--- src/rtl/prbs9_ber_checker_sat_counter.sv ---
// Saturating up-counter with synchronous clear (clear beats enable).
module sat_counter #(
    parameter int WIDTH = 64
) (
    input  logic             clock,
    input  logic             reset,
    input  logic             clear,
    input  logic             enable,
    output logic [WIDTH-1:0] count
);
    always_ff @(posedge clock or posedge reset) begin
        if (reset) begin
            count <= '0;
        end else if (clear) begin
            count <= '0;
        end else if (enable && (count != '1)) begin
            count <= count + WIDTH'(1);
        end
    end
endmodule

--- config.mk ---
export PLATFORM = sky130hd
export DESIGN_NAME = sat_counter
export DESIGN_NICKNAME = d
export VERILOG_FILES = /design/src/rtl/prbs9_ber_checker_sat_counter.sv
export SDC_FILE = /design/constraint.sdc
export NUM_CORES = 1
export LEC_CHECK = 0
export ABC_AREA = 1
export ABC_CLOCK_PERIOD_IN_PS = 1600
export BUFFER_PORTS_ARGS = -buffer_cell sky130_fd_sc_hd__buf_2
export CORE_AREA = 2 2 111 113
export CTS_CLUSTER_DIAMETER = 120
export DETAILED_ROUTE_END_ITERATION = 8
export DIE_AREA = 0 0 113 115
export HOLD_SLACK_MARGIN = 0.06
export PLACE_DENSITY_LB_ADDON = 0.08
export SYNTH_ARGS = -nofsm -noshare
export SYNTH_HDL_FRONTEND = slang
export SYNTH_SLANG_ARGS = --single-unit
--- constraint.sdc ---
create_clock -name clock -period 1.6 [get_ports clock]
set_input_delay 0.08 -clock clock [delete_from_list [all_inputs] [get_ports clock]]
set_output_delay 0.08 -clock clock [all_outputs]
set_load 0.02 [all_outputs]
==> impl_metrics.py <==
metrics = {
    "pwr": {
        "combPwrFrac_pct": 6.3,
        "seq_power_share_pct": 39.8,
        "clkPwrFrac_pct": 53.9,
        "switchingPower_mw": 1.02,
        "finalPower_mw": 4.09,
        "p_int_mw": 3.08,
        "netSwitchingFraction_pct": 24.9,
        "pwr_density_cell_nw_per_um2": 569,
        "peakVddDrop_mv": 0.484,
        "cellLeakagePower_nw": 3.68,
    },
    "global_route": {
        "antenna_found_initial": 0,
        "busiest_layer": "met2",
        "grt_max_degree": 65,
        "overflow": 0,
        "use_met1_pct": 42.8,
        "grtUsageMet2_pct": 46.1,
        "met3_usage_pct": 4.74,
        "grt_first_pass_wirelength_um": 30000,
        "grt.total_usage_pct": 30.0,
        "grt_pass1_vias": 5646,
    },
    "layout": {
        "antenna_cells": 0,
        "fin_nets": 1004,
        "area_delta_synth_final_pct": 55.9,
        "utilization_pct": 60.9,
        "nFillCells": 1120,
        "largest_registers": "count (64)",
        "drive_gt1_share_pct": 35.4,
        "largest_reg_flops": 64,
        "multi_input_area_um2": 2900,
        "ff_latch_area_um2": 1610,
        "top_register": "count",
    },
    "placement": {
        "port_buffers": 67,
        "post-place-ws_ns": -0.364,
        "place_hpwl_um": 14300,
        "place_congestion": 0.990,
    },
    "sta": {
        "rsz0062_at_grt": "yes",
        "fin_crit_ns": 1.83,
        "whs_ns": 0.340,
        "maxSlewHeadroom_pct": 74.3,
        "setup_viol": 64,
        "post-route-period-util_pct": 114,
        "setup_ws_ns": -0.230,
        "fmax_mhz": 546,
        "max_slew.worst_pin.slew_ns": 0.385,
        "hold_violations": 0,
        "fin_worst_skew_ns": 0.0132,
        "drv_slew": 0,
    },
    "synthesis": {
        "syn_inst": 737,
        "synthTopCellsByArea": "dfrtp_1 (35%), nand2_1 (26%), nor2_1 (11%)",
        "syn_nets": 742,
        "netlist_area_um2": 4620,
        "synth_top_area_share_pct": 34.7,
        "synth_top_cell_by_area": "dfrtp_1",
        "yosysUniqueCellTypes": 28,
        "yosys_warnings": 0,
        "synth-seq-cells": 64,
        "seq_area_frac_synth_pct": 34.7,
        "syn_area_per_cell_um2": 6.26,
    },
    "critical_path": {
        "cp-start-kind": "flip-flop",
        "worstPathRequired_ns": 1.83,
        "path_depth": 12,
        "cp.arrival_ns": 2.06,
        "path_max_fanout": 20,
        "crit_top_cell": "nand2_4",
        "slowest_delay_ns": 0.43,
        "criticalPathCategory": "flip-flop to flip-flop",
        "crit_slowest_cell": "dfrtp_2",
        "end_kind": "flip-flop",
        "reg2reg_depth": 12,
        "cp_cell_sequence": "ha_4, nand2_4, nor2_4, nand2_4, nor2_8, nand2_4, nor2_4, o21ai_4, clkinv_4, buf_12, nand2_1, nand2_1",
        "critPathTopFamily": "simple AND/OR/NAND/NOR gates",
        "crit_buf_inv": 2,
    },
    "floorplanning": {
        "die_area_um2": 13000,
        "core_um2": 11800,
        "pin_count": 68,
        "rows": 40,
        "die_w_um": 113,
        "initial_core_util_pct": 39.1,
        "die_h_um": 115,
    },
    "min_path": {
        "holdCritPathClass": "input pin to flip-flop",
        "hold_depth": 6,
    },
    "clocking": {
        "worstSkewPairLatency_ns": 0.35,
        "cts_tree": "built",
        "numCtsBuffers": 9,
        "cts_root_buffer": "clkbuf_16",
        "clk_path_buf_depth": 2,
        "cts.htree.levels": 3,
        "clk_pin_slew_worst_paths_ns": 0.06,
        "numClockSinks": 64,
    },
    "routing": {
        "avgRoutedWirePerCell_um": 16.5,
        "vias_per_cell": 5.08,
        "drt_iter0_drc": 539,
        "wl_um": 19000,
        "firstDrtPassIters": 7,
        "drc": 4,
        "vias": 5843,
        "drtAntennaViolNets": 0,
    },
    "status": {
        "status": "finished with violations",
        "violations": "DRC, setup timing",
    },
    "run": {
        "cap_violations": 0,
    },
}
## synthesized netlist by cell type (all sizes together)
cell,n
a21oi,13
buf,13
clkbuf,5
clkinv,2
dfrtp,64
ha,1
inv,45
nand2,319
nand3,43
nand3b,6
nand4,32
nor2,144
o21ai,13
o21bai,11
or2,4
xnor2,2
xor2,20
## area by class of cell
| cell class | count | area share [%] |
|---|---|---|
| Clock buffer | 9 | 3.13 |
| Clock inverter | 7 | 1.34 |
| Inverter | 47 | 2.57 |
| Multi-Input combinational cell | 608 | 40.3 |
| Sequential cell | 64 | 22.4 |
| Tap cell | 147 | 2.56 |
| Timing Repair Buffer | 269 | 27.7 |
## power groups by stage
stage | clock (mW) | sequential (mW) | combinational (mW)
floorplan | 0 | 1.67 | 0.124
global placement | 0 | 1.66 | 0.232
detailed placement | 0 | 1.66 | 0.232
CTS | 2.22 | 1.63 | 0.236
global route | 2.31 | 1.63 | 0.278
finish | 2.21 | 1.63 | 0.257
## stage by stage
step | instance area (um^2) | setup TNS, ns | instances
floorplan | 4670 | -9.87 | 737
global placement | 6590 | -10.49 | 1124
detailed placement | 6590 | -12.16 | 1124
CTS | 6980 | -11.10 | 1144
global route | 7200 | -18.29 | 1151
finish | 7200 | -12.34 | 1151
## layout by cell type (no fill, tap or decap), types with 2 or more instances in the layout
cell type / n
buf_4: 190
o21ai_0: 9
nand2_2: 21
nor2_4: 7
dfrtp_1: 55
clkbuf_16: 11
bufinv_16: 2
inv_1: 44
xnor2_1: 2
nand3b_1: 6
nor2_1: 120
buf_2: 67
nand4_1: 32
nor2_2: 16
dfrtp_2: 9
nand2_1: 288
or2_2: 3
buf_12: 8
clkinv_4: 4
o21bai_1: 11
nand3_1: 43
xor2_1: 20
o21ai_1: 3
clkinv_2: 2
nand2_4: 10
a21oi_1: 13
## cell families (layout without fill, tap and decap cells)
group	Yosys count	in the layout	share of synthesized area [%]
DFF	64	64	34.7
and+or+nand+nor	548	548	49.6
AOI/OAI and AO/OA	37	37	4.69
buffers and inverters	65	332	6.53
adders and majority gates	1	1	0.271
xor gates and xnor gates	22	22	4.17
## path summary, 6_finish.rpt
kind	start	slack, ns	endpoint
max	count[1]	-0.23	count[46]
min	enable	0.34	count[20]
max reg2reg	count[1]	-0.23	count[46]
min reg2reg	count[7]	0.58	count[7]
max in group asynchronous	reset	0.89	count[0]
min in group asynchronous	reset	0.38	count[47]
## tightest hold or removal path: cells and delay by family
| kind | cells | cell delay, ns |
|---|---|---|
| buffers and inverters | 3 | 0.36 |
| and+or+nand+nor | 3 | 0.19 |
## routing by layer
layer  wire, um  share of wire (%)  up-vias
li1           -                  -     2856
met1       8640                 45     2723
met2       8560                 45      226
met3       1370                7.2       38
met4        467                2.5        0
met5          0                  0        -
## timing repair
item / in CTS / in global routing
buffers inserted: 3 / 5
pin swaps: 1 / 4
endpoints found under the setup margin: 64 / 64
gates resized for setup: 12 / 45
endpoints found under the hold margin: 64 / 0
hold buffers: 1 / 0
cloned: 0 / 2
Note: power is estimated with default switching activity, not from simulation.
